==> src/rtl/pipelined_barrel_shifter_if.sv <==
// Operand/result handshake bundle for pipelined_barrel_shifter.
// out_carry exists only when SHIFTER_CARRY_OUT_EN is defined.
interface pipelined_barrel_shifter_if #(
    parameter int WIDTH = 32,
    parameter int TAG_W = 5
);
    localparam int SHW = $clog2(WIDTH);

    logic             in_valid;
    logic             in_ready;
    logic [WIDTH-1:0] in_data;
    logic [SHW-1:0]   in_shamt;
    logic [1:0]       in_op;
    logic [TAG_W-1:0] in_tag;
    logic             out_valid;
    logic             out_ready;
    logic [WIDTH-1:0] out_data;
    logic [TAG_W-1:0] out_tag;
`ifdef SHIFTER_CARRY_OUT_EN
    logic             out_carry;
`endif

    modport slave (
        input  in_valid, in_data, in_shamt, in_op, in_tag, out_ready,
        output in_ready, out_valid, out_data, out_tag
`ifdef SHIFTER_CARRY_OUT_EN
        , output out_carry
`endif
    );

    modport master (
        output in_valid, in_data, in_shamt, in_op, in_tag, out_ready,
        input  in_ready, out_valid, out_data, out_tag
`ifdef SHIFTER_CARRY_OUT_EN
        , input out_carry
`endif
    );
endinterface

==> src/rtl/pipelined_barrel_shifter.sv <==
// Log-depth pipelined shifter (SLL/SRL/SRA/ROR), one shift level per stage, global stall.
// Optional last-shifted-out bit on out_carry when SHIFTER_CARRY_OUT_EN is defined.
module pipelined_barrel_shifter #(
    parameter int WIDTH = 32,
    parameter int TAG_W = 5
) (
    input logic                      clk,
    input logic                      rst_n,
    pipelined_barrel_shifter_if.slave bus
);
    localparam int SHW = $clog2(WIDTH);

    typedef enum logic [1:0] {OP_SLL = 2'b00, OP_SRL = 2'b01, OP_SRA = 2'b10, OP_ROR = 2'b11} op_e;

    logic           advance;
    logic [SHW:0]   vld_pipe;
    logic [SHW-1:0] vld_pipe_d, vld_pipe_q;

    assign advance      = !vld_pipe_q[SHW-1] || bus.out_ready;
    assign bus.in_ready = advance;
    // vld_pipe[k] is the valid bit entering stage k
    assign vld_pipe     = {vld_pipe_q, bus.in_valid};

    always_comb begin
        vld_pipe_d = vld_pipe[SHW-1:0];
    end

    always_ff @(posedge clk or negedge rst_n) begin
        if (!rst_n)       vld_pipe_q <= '0;
        else if (advance) vld_pipe_q <= vld_pipe_d;
    end

    for (genvar k = 0; k < SHW; k++) begin : g_stg
        localparam int LVL = SHW - 1 - k;
        localparam int AMT = 1 << LVL;

        logic [WIDTH-1:0] src_data, data_d, data_q;
        logic [SHW-1:0]   src_shamt, shamt_d, shamt_q;
        op_e              src_op, op_d, op_q;
        logic [TAG_W-1:0] src_tag, tag_d, tag_q;
        logic             src_sign, sign_d, sign_q;
`ifdef SHIFTER_CARRY_OUT_EN
        logic             src_carry, carry_d, carry_q;
`endif

        if (k == 0) begin : g_head
            assign src_data  = bus.in_data;
            assign src_shamt = bus.in_shamt;
            assign src_op    = op_e'(bus.in_op);
            assign src_tag   = bus.in_tag;
            // SRA fill comes from the original operand, not the shifted MSB
            assign src_sign  = bus.in_data[WIDTH-1];
`ifdef SHIFTER_CARRY_OUT_EN
            assign src_carry = 1'b0;
`endif
        end else begin : g_link
            assign src_data  = g_stg[k-1].data_q;
            assign src_shamt = g_stg[k-1].shamt_q;
            assign src_op    = g_stg[k-1].op_q;
            assign src_tag   = g_stg[k-1].tag_q;
            assign src_sign  = g_stg[k-1].sign_q;
`ifdef SHIFTER_CARRY_OUT_EN
            assign src_carry = g_stg[k-1].carry_q;
`endif
        end

        always_comb begin
            data_d  = data_q;
            shamt_d = shamt_q;
            op_d    = op_q;
            tag_d   = tag_q;
            sign_d  = sign_q;
`ifdef SHIFTER_CARRY_OUT_EN
            carry_d = carry_q;
`endif
            if (vld_pipe[k]) begin
                data_d  = src_data;
                shamt_d = src_shamt;
                op_d    = src_op;
                tag_d   = src_tag;
                sign_d  = src_sign;
`ifdef SHIFTER_CARRY_OUT_EN
                carry_d = src_carry;
`endif
                if (src_shamt[LVL]) begin
                    unique case (src_op)
                        OP_SLL: data_d = {src_data[WIDTH-1-AMT:0], {AMT{1'b0}}};
                        OP_SRL: data_d = {{AMT{1'b0}}, src_data[WIDTH-1:AMT]};
                        OP_SRA: data_d = {{AMT{src_sign}}, src_data[WIDTH-1:AMT]};
                        OP_ROR: data_d = {src_data[AMT-1:0], src_data[WIDTH-1:AMT]};
                    endcase
`ifdef SHIFTER_CARRY_OUT_EN
                    // Later enabled levels overwrite this, so the last one wins
                    carry_d = (src_op == OP_SLL) ? src_data[WIDTH-AMT] : src_data[AMT-1];
`endif
                end
            end
        end

        always_ff @(posedge clk or negedge rst_n) begin
            if (!rst_n) begin
                data_q  <= '0;
                shamt_q <= '0;
                op_q    <= OP_SLL;
                tag_q   <= '0;
                sign_q  <= 1'b0;
`ifdef SHIFTER_CARRY_OUT_EN
                carry_q <= 1'b0;
`endif
            end else if (advance) begin
                data_q  <= data_d;
                shamt_q <= shamt_d;
                op_q    <= op_d;
                tag_q   <= tag_d;
                sign_q  <= sign_d;
`ifdef SHIFTER_CARRY_OUT_EN
                carry_q <= carry_d;
`endif
            end
        end
    end

    assign bus.out_valid = vld_pipe_q[SHW-1];
    assign bus.out_data  = g_stg[SHW-1].data_q;
    assign bus.out_tag   = g_stg[SHW-1].tag_q;
`ifdef SHIFTER_CARRY_OUT_EN
    assign bus.out_carry = g_stg[SHW-1].carry_q;
`endif

    // Control fields of the final stage have no consumer
    logic unused_tail;
    assign unused_tail = ^{g_stg[SHW-1].shamt_q, g_stg[SHW-1].op_q, g_stg[SHW-1].sign_q};
endmodule

==> src/flat_wrapper.sv <==
// flat-port wrapper written by rule: the top's interface ports become plain ports
module pipelined_barrel_shifter_flat 
#(
    parameter int WIDTH = 32,
    parameter int TAG_W = 5
)
  (clk, rst_n, bus_in_valid, bus_in_data, bus_in_shamt, bus_in_op, bus_in_tag, bus_out_ready, bus_in_ready, bus_out_valid, bus_out_data, bus_out_tag);
  pipelined_barrel_shifter_if #(.WIDTH(WIDTH), .TAG_W(TAG_W)) bus_i ();
  input logic clk;
  input logic rst_n;
  input wire logic [$bits(bus_i.in_valid)-1:0] bus_in_valid;
  input wire logic [$bits(bus_i.in_data)-1:0] bus_in_data;
  input wire logic [$bits(bus_i.in_shamt)-1:0] bus_in_shamt;
  input wire logic [$bits(bus_i.in_op)-1:0] bus_in_op;
  input wire logic [$bits(bus_i.in_tag)-1:0] bus_in_tag;
  input wire logic [$bits(bus_i.out_ready)-1:0] bus_out_ready;
  output wire logic [$bits(bus_i.in_ready)-1:0] bus_in_ready;
  output wire logic [$bits(bus_i.out_valid)-1:0] bus_out_valid;
  output wire logic [$bits(bus_i.out_data)-1:0] bus_out_data;
  output wire logic [$bits(bus_i.out_tag)-1:0] bus_out_tag;
  assign bus_i.in_valid = bus_in_valid;
  assign bus_i.in_data = bus_in_data;
  assign bus_i.in_shamt = bus_in_shamt;
  assign bus_i.in_op = bus_in_op;
  assign bus_i.in_tag = bus_in_tag;
  assign bus_i.out_ready = bus_out_ready;
  assign bus_in_ready = bus_i.in_ready;
  assign bus_out_valid = bus_i.out_valid;
  assign bus_out_data = bus_i.out_data;
  assign bus_out_tag = bus_i.out_tag;
  pipelined_barrel_shifter #(.WIDTH(WIDTH), .TAG_W(TAG_W)) u_core (.clk(clk), .rst_n(rst_n), .bus(bus_i));
endmodule
==> config.mk <==
export PLATFORM = sky130hd
export DESIGN_NAME = pipelined_barrel_shifter_flat
export DESIGN_NICKNAME = d
export VERILOG_FILES = /design/src/rtl/pipelined_barrel_shifter_if.sv /design/src/rtl/pipelined_barrel_shifter.sv /design/src/flat_wrapper.sv
export SDC_FILE = /design/constraint.sdc
export NUM_CORES = 1
export LEC_CHECK = 0
export BUFFER_PORTS_ARGS = -buffer_cell sky130_fd_sc_hd__buf_2
export CAP_MARGIN = 15
export CELL_PAD_IN_SITES_DETAIL_PLACEMENT = 1
export CELL_PAD_IN_SITES_GLOBAL_PLACEMENT = 2
export CORE_MARGIN = 2
export CORE_UTILIZATION = 43
export DETAILED_ROUTE_END_ITERATION = 7
export GPL_ROUTABILITY_DRIVEN = 0
export GPL_TIMING_DRIVEN = 0
export PLACE_DENSITY_LB_ADDON = 0.1
export SYNTH_ARGS = -nofsm -noshare
export SYNTH_HDL_FRONTEND = slang
export SYNTH_SLANG_ARGS = --single-unit
==> constraint.sdc <==
create_clock -name clk -period 2.1 [get_ports clk]
set_input_delay 0.315 -clock clk [delete_from_list [all_inputs] [get_ports clk]]
set_output_delay 0.315 -clock clk [all_outputs]
set_load 0.03 [all_outputs]
After elaboration in Yosys (flattened, before gate mapping)
Cells that the tools add are included.
{ "op_classes": {"n_eq_ne": 15, "mux": 10, "n_reduce_logical": 12} }
{ "op_table": {"columns": ["cell", "n"], "rows": [
  ["32-bit one-hot mux with 4 select lines", 5],
  ["32-bit 2-to-1 mux", 5],
  ["2-bit == test (second input constant)", 10],
  ["2-bit by 1-bit == test with 1-bit output (second input constant)", 5],
  ["2-bit logical NOT", 5],
  ["2-bit AND reduction", 5],
  ["1-bit logical NOT", 1],
  ["1-bit logical OR", 1]
]} }
{ "totals": {"regBits": 212, "in_bits": 48, "out_inout_bits": 39, "word_cells": 60} }

Longest topological paths before layout
Gate-level depths: netlist of run 1.
{ "logic_depth": {"depth_word": 3, "depth_mapped": 7, "depth_no_buf": 4} }

Least setup slack after synthesis of run 1
Ideal clock, no wire load.
{ "synth_path": {"path_kind": "register -> register", "from": "register u_core.vld_pipe_q[4]", "to": "register u_core.g_stg[4].data_q[10] (netlist: u_core.bus.out_data[10])", "setup_ns": 0.125, "arrival_ns": 1.540, "t_required_ns": 1.975, "path_slack_ns": 0.435, "stages_incl_launch_ff": 6, "path_buffers": 1, "synth_period_minus_slack_ns": 1.665, "cell_sequence": "dfrtp_1 nor2b_4 inv_4 nand2_2 buf_2 mux2_2"} }
{ "synth_between": {"elab_chain_len": 3} }
{ "synth_lines": {"columns": ["element", "line_no", "rtl"], "rows": [
  ["start, declared", "pipelined_barrel_shifter.sv:17", "logic [SHW-1:0] vld_pipe_d, vld_pipe_q;"],
  ["start signal, assigned", "pipelined_barrel_shifter.sv:30", "else if (advance) vld_pipe_q <= vld_pipe_d;"],
  ["1-bit logical NOT", "pipelined_barrel_shifter.sv:19", "assign advance = !vld_pipe_q[SHW-1] || bus.out_ready;"],
  ["1-bit logical OR", "pipelined_barrel_shifter.sv:19", null],
  ["2-bit AND reduction (no source line)", null, null],
  ["end signal, assigned", "pipelined_barrel_shifter.sv:111", "data_q <= data_d;"],
  ["end, declared", "pipelined_barrel_shifter.sv:37", "logic [WIDTH-1:0] src_data, data_d, data_q;"]
]} }
No other way between the ends.
A chain may end at the register's enable or synchronous reset.

Final worst setup path of run 1
{ "layout_path": {"from": "register u_core.vld_pipe_q[4]", "to": "output bus_in_ready"} }
{ "layout_between": {"elab_chain_len": 2} }
{ "layout_lines": {"columns": ["element", "line_no", "rtl"], "rows": [
  ["1-bit logical NOT", "pipelined_barrel_shifter.sv:19", null],
  ["1-bit logical OR", "pipelined_barrel_shifter.sv:19", null],
  ["end, declared", "flat_wrapper.sv:17", "output wire logic [$bits(bus_i.in_ready)-1:0] bus_in_ready;"]
]} }
No other way between the ends.

==> impl_metrics.tcl, run 1 <==
set metrics [dict create \
    rows 60 \
    fp.dieW_microns 169 \
    final_cell_mix "212 x dfrtp_1, 121 x buf_2, 101 x o211ai_1" \
    yosysTopAreaCell "dfrtp_1" \
    finalMaxSlewViolations 0 \
    n_antenna_cell 0 \
    p_leak_uw 0.00547 \
    power_uw 23200 \
    p_clk_frac 0.185 \
    worstMarginPinSlew_ns 0.880 \
    cts.path.max_buffers 3 \
    routed-via-count 10123 \
    numCtsBuffers 25 \
    start_util 0.435 \
    netSwitchingFraction 0.444 \
    dp_hpwl_mm 29.8 \
    critical_path_arrival_ns 1.70 \
    clock-sinks 212 \
    worstHoldPathType "in2reg" \
    grt_max_degree 116 \
    cap_violations 0 \
    cp_max_fo 19 \
    regArea_sq_um 5310 \
    syn_area_sq_um 11700 \
    drtIter0Drc 554 \
    final_common_cell "dfrtp_1" \
    period_share 0.959 \
    synthCells 1135 \
    grt_usage 0.279 \
    cts_root_buf "clkbuf_16" \
    area_growth_pct 14.5 \
    synth-seq-cells 212 \
    fill_cells 3010 \
    drtAntennaViolNets 0 \
    intPower_uw 12900 \
    post-route-drc-count 0 \
    viasPerCell 6.32 \
    combPwrFrac 0.473 \
    syn-num-nets 1183 \
    final_hold_viol_count 0 \
    ir_drop_v 0.000666 \
    h-tree-depth 1 \
    syn-mean-instance-area_sq_um 10.3 \
    max_freq_mhz 497 \
    powerDensity_nw_per_um2 1740 \
    synth.distinct_cells 39 \
    power_switching_uw 10300 \
    slew_headroom 0.413 \
    antenna_found_initial 0 \
    setup_viol 0 \
    seqPwrFrac 0.342 \
    crit_required_ns 1.78 \
    layout.nets 1293 \
    whs_ns 0.0191 \
    drtPass1Iterations 5 \
    drive_gt1_frac 0.216 \
    synth-edff-count 0 \
    dieArea_sq_um 28400 \
    synthTopCellsByArea "dfrtp_1 46%, mux2_2 8.4%, o211ai_1 6.5%" \
    clk_latency_ns 0.53 \
    synth_top_cell_area_share 0.455 \
    postCtsSetupBuffers 0 \
    numPortBuffers 83 \
    seq_area_frac_synth 0.455 \
    rsz0062_at_grt "no" \
    pin_count 87 \
    critPathKind "reg2out" \
    fin_crit_ns 2.01 \
    multi_input_area_sq_um 5520 \
    grt_overflow 0 \
    routed_wirelength_mm 39.4 \
    cts_tree "built" \
    async_reset_ff_frac 1.00 \
    placedCellCount 1560 \
    crit_path_start_kind "flip-flop" \
    synth_ff_type "dfrtp_1" \
    die_h_microns 169 \
    coreArea_sq_um 26800 \
    routedWlPerCell_microns 24.6 \
    instances_no_fill 1603 \
    status "finished, final reports clean" \
    yosysWarnings 0 \
    grt_pass1_vias 10589 \
    endpoint_kind "output pin" \
    path_clk_slew_ns 0.06 \
    skew_ns 0.0115 \
    grt_pass1_wl_mm 62.3 \
]
[power by group through the flow]
stage	combinational, uW	clock (uW)	sequential (uW)
2_1_floorplan	7280	0	7790
3_3_place_gp	10700	0	7880
3_5_place_dp	10900	0	7930
4_1_cts	11000	4390	7880
5_1_grt	12100	4540	8110
6_report	11000	4300	7940
[final cells by class]
type / count / share of cell area
Timing Repair Buffer: 85 / 0.0347
Clock buffer: 35 / 0.0527
Multi-Input combinational cell: 736 / 0.414
Tap cell: 341 / 0.0320
Sequential cell: 212 / 0.398
Buffer: 135 / 0.0475
Clock inverter: 9 / 0.00759
Inverter: 50 / 0.0143
[flip-flops by register name (all words and copies together) (netlist names)]
signal,flops
u_core.g_stg.shamt_q,10
u_core.g_stg.tag_q,20
u_core.g_stg.op_q,8
u_core.vld_pipe_q,5
u_core.bus.out_data,32
u_core.bus.out_tag,5
u_core.g_stg.data_q,128
u_core.g_stg.sign_q,4
[repair_timing]
action                                  in CTS  in global routing
hold buffers                                 1                  0
endpoints found under the hold margin      114                  0
gates resized for setup                      3                  0
endpoints found under the setup margin       1                  0
[worst max-delay path, cell delays in order, from the launching register on]
cell,delay (ns)
dfrtp_1,0.37
nor2b_4,0.15
inv_4,0.20
buf_12,0.21
buf_2,0.22
[cell families after synthesis]
| group | after synthesis | share of synthesized area |
|---|---|---|
| AOI/OAI and AO/OA | 518 | 0.320 |
| muxes | 104 | 0.0995 |
| DFF | 212 | 0.455 |
| and+or+nand+nor | 113 | 0.0535 |
| buffers and inverters | 187 | 0.0708 |
| xor gates and xnor gates | 1 | 0.000752 |
[Yosys cell counts (4+ instances only)]
| cell type | count |
|---|---|
| a211oi_1 | 28 |
| a21oi_1 | 54 |
| a221oi_1 | 15 |
| a22oi_1 | 16 |
| a2bb2oi_1 | 11 |
| a31oi_1 | 30 |
| buf_1 | 10 |
| buf_2 | 40 |
| buf_4 | 10 |
| buf_6 | 4 |
| clkbuf_1 | 71 |
| dfrtp_1 | 212 |
| inv_1 | 48 |
| mux2_2 | 87 |
| mux2i_1 | 15 |
| nand2_1 | 26 |
| nand3_1 | 17 |
| nor2_1 | 32 |
| o211a_1 | 14 |
| o211ai_1 | 101 |
| o21a_1 | 27 |
| o21ai_0 | 75 |
| o22ai_1 | 42 |
| o2bb2ai_1 | 61 |
| o311a_1 | 44 |
| or3b_1 | 26 |
[routing by layer]
| metal | up-vias | global-route usage | share of wire |
|---|---|---|---|
| met5 | - | 0 | 0 |
| met4 | 0 | 0.0930 | 0.033 |
| met3 | 82 | 0.0297 | 0.039 |
| met2 | 267 | 0.485 | 0.49 |
| met1 | 5161 | 0.365 | 0.44 |
| li1 | 4613 | - | - |
[path summary, 6_finish.rpt]
path / start / cells past startpoint / slack [ns] / end
setup / recovery: u_core.vld_pipe_q[4] / 4 / 0.09 / bus_in_ready
hold / removal: bus_in_tag[4] / 2 / 0.02 / u_core.g_stg[0].tag_q[4]
setup reg to reg: u_core.vld_pipe_q[4] / 6 / 0.26 / u_core.g_stg[2].data_q[14]
hold reg to reg: u_core.bus.out_data[23] / 1 / 0.50 / u_core.bus.out_data[23]
max in group asynchronous: rst_n / 3 / 0.63 / u_core.g_stg[0].data_q[14]
min in group asynchronous: rst_n / 2 / 0.46 / u_core.bus.out_data[17]
[metrics by stage]
step                cell area, sq um   util  setup TNS [ns]  setup WS (ns)
floorplan                      11700      -               0          0.435
global placement               12500  0.466         -649.83          -3.09
detailed placement             12500  0.468               0          0.147
CTS                            13300  0.498               0         0.0587
global route                   13300  0.498               0         0.0258
finish                         13300  0.498               0         0.0868
Power figures use the tool's default switching activity.
==> inputs of run 2 (changes only) <==
--- a/config.mk
+++ b/config.mk
@@ -14,7 +14,7 @@
 export DETAILED_ROUTE_END_ITERATION = 7
 export GPL_ROUTABILITY_DRIVEN = 0
 export GPL_TIMING_DRIVEN = 0
-export PLACE_DENSITY_LB_ADDON = 0.1
+export PLACE_DENSITY = 0.83
 export SYNTH_ARGS = -nofsm -noshare
 export SYNTH_HDL_FRONTEND = slang
 export SYNTH_SLANG_ARGS = --single-unit
==> impl_metrics.tcl, run 2 (same netlist as run 1, synthesis figures left out) <==
set metrics [dict create \
    drtPass1Iterations 5 \
    p_leak_uw 0.00550 \
    post-route-drc-count 0 \
    netSwitchingFraction 0.446 \
    worst-path-buf-inv 3 \
    viasPerCell 6.43 \
    routedWlPerCell_microns 25.2 \
    coreArea_sq_um 26800 \
    seqPwrFrac 0.341 \
    n_antenna_cell 0 \
    dieArea_sq_um 28400 \
    rsz0062_at_grt "no" \
    endpoint_kind "output pin" \
    clock-sinks 212 \
    largest_reg_flops 128 \
    routed-via-count 10328 \
    path_clk_slew_ns 0.06 \
    period_share 0.951 \
    powerDensity_nw_per_um2 1750 \
    grt_overflow 0 \
    status "finished, final reports clean" \
    area_growth_pct 15.1 \
    grt_pass1_vias 10692 \
    combPwrFrac 0.471 \
    dpl_cell_area_sq_um 12600 \
    critPathMaxStageDelay_ns 0.39 \
    power_uw 23500 \
    whs_ns 0.0162 \
    critical_path.top_delay_family "buffers and inverters" \
    cp_max_fo 19 \
    layout.nets 1295 \
    fp.dieW_microns 169 \
    start_util 0.435 \
    numCtsBuffers 26 \
    clk_latency_ns 0.53 \
    max_freq_mhz 501 \
    worstHoldPathType "in2reg" \
    cap_violations 0 \
    antenna_found_initial 0 \
    numPortBuffers 83 \
    pin_count 87 \
    crit_required_ns 1.78 \
    cts.path.max_buffers 3 \
    crit_chain "nor2b_4 -> inv_4 -> buf_12 -> buf_4" \
    critical_path_arrival_ns 1.68 \
    grt_pass1_wl_mm 63.8 \
    slew_headroom 0.575 \
    setup_viol 0 \
    intPower_uw 13000 \
    rows 60 \
    final_cell_mix "212 x dfrtp_1, 120 x buf_2, 101 x o211ai_1" \
    postLayoutCellArea_sq_um 13400 \
    placedCellCount 1561 \
    skew_ns 0.00906 \
    cts_tree "built" \
    critPathKind "reg2out" \
    p_clk_frac 0.189 \
    drive_gt1_frac 0.218 \
    worstMarginPinSlew_ns 0.637 \
    tns_ns 0 \
    fill_cells 3011 \
    instances_no_fill 1605 \
    drtAntennaViolNets 0 \
    grt_max_degree 87 \
    drtIter0Drc 638 \
    grt_usage 0.288 \
    crit_path_start_kind "flip-flop" \
    final_hold_viol_count 0 \
    cts_root_buf "clkbuf_16" \
    routed_wirelength_mm 40.5 \
    power_switching_uw 10500 \
    die_h_microns 169 \
    postCtsSetupBuffers 0 \
    largest-register "u_core.g_stg.data_q" \
    finalMaxSlewViolations 0 \
    h-tree-depth 1 \
    worst_path_max_delay_cell "dfrtp_1" \
    dp_hpwl_mm 30.4 \
    final_common_cell "dfrtp_1" \
    fin_crit_ns 2.00 \
    ir_drop_v 0.000798 \
]
run 2: changes by cell type in the layout (fill, tap and decap cells not counted), sizes merged:
cell / before / now
inv: 50 / 49
clkbuf: 108 / 111
buf: 146 / 147
bufinv: 2 / 1
run 2: layout make-up:
class	instances	area, sq um	share of cell area
Sequential cell	212	5310	0.396
Tap cell	341	427	0.0318
Multi-Input combinational cell	736	5520	0.412
Clock buffer	38	777	0.0579
Buffer	135	634	0.0473
Timing Repair Buffer	86	493	0.0368
Clock inverter	7	62.6	0.00467
Inverter	50	190	0.0142
run 2: path summary, 6_finish.rpt:
kind	start	endpoint	slack (ns)	cells after the start
max in group asynchronous	rst_n	u_core.g_stg[0].sign_q	1.05	3
max	u_core.vld_pipe_q[4]	bus_in_ready	0.10	4
min in group asynchronous	rst_n	u_core.bus.out_data[17]	0.28	2
min	bus_in_shamt[2]	u_core.g_stg[0].shamt_q[2]	0.02	2
max reg2reg	u_core.vld_pipe_q[4]	u_core.bus.out_data[22]	0.26	5
min reg2reg	u_core.bus.out_data[21]	u_core.bus.out_data[21]	0.50	1
run 2: per-layer routing:
layer  up-vias  wire, microns  global-route usage
met5         -              0                   0
met4         0           1760               0.121
met3        89           1810              0.0358
met2       323          18900               0.466
met1      5294          18000               0.392
li1       4622              -                   -
run 2: power by group through the flow:
stage | logic, uW | registers, uW | clock network, uW
floorplan | 7280 | 7790 | 0
global placement | 10700 | 7930 | 0
detailed placement | 11000 | 7990 | 0
CTS | 11000 | 7940 | 4500
global route | 12100 | 8200 | 4660
finish | 11100 | 8000 | 4430
run 2: stage by stage:
step	worst slack [ns]	util
detailed placement	0.172	0.469
CTS	0.0906	0.500
floorplan	0.435	-
finish	0.104	0.500
global route	0.0522	0.500
global placement	-3.05	0.466
run 2: repair_timing:
action                     4_1_cts  5_1_grt
hold endpoints to repair        52        0
setup endpoints to repair        1        0
hold buffers                     1        0
resized for setup                4        0
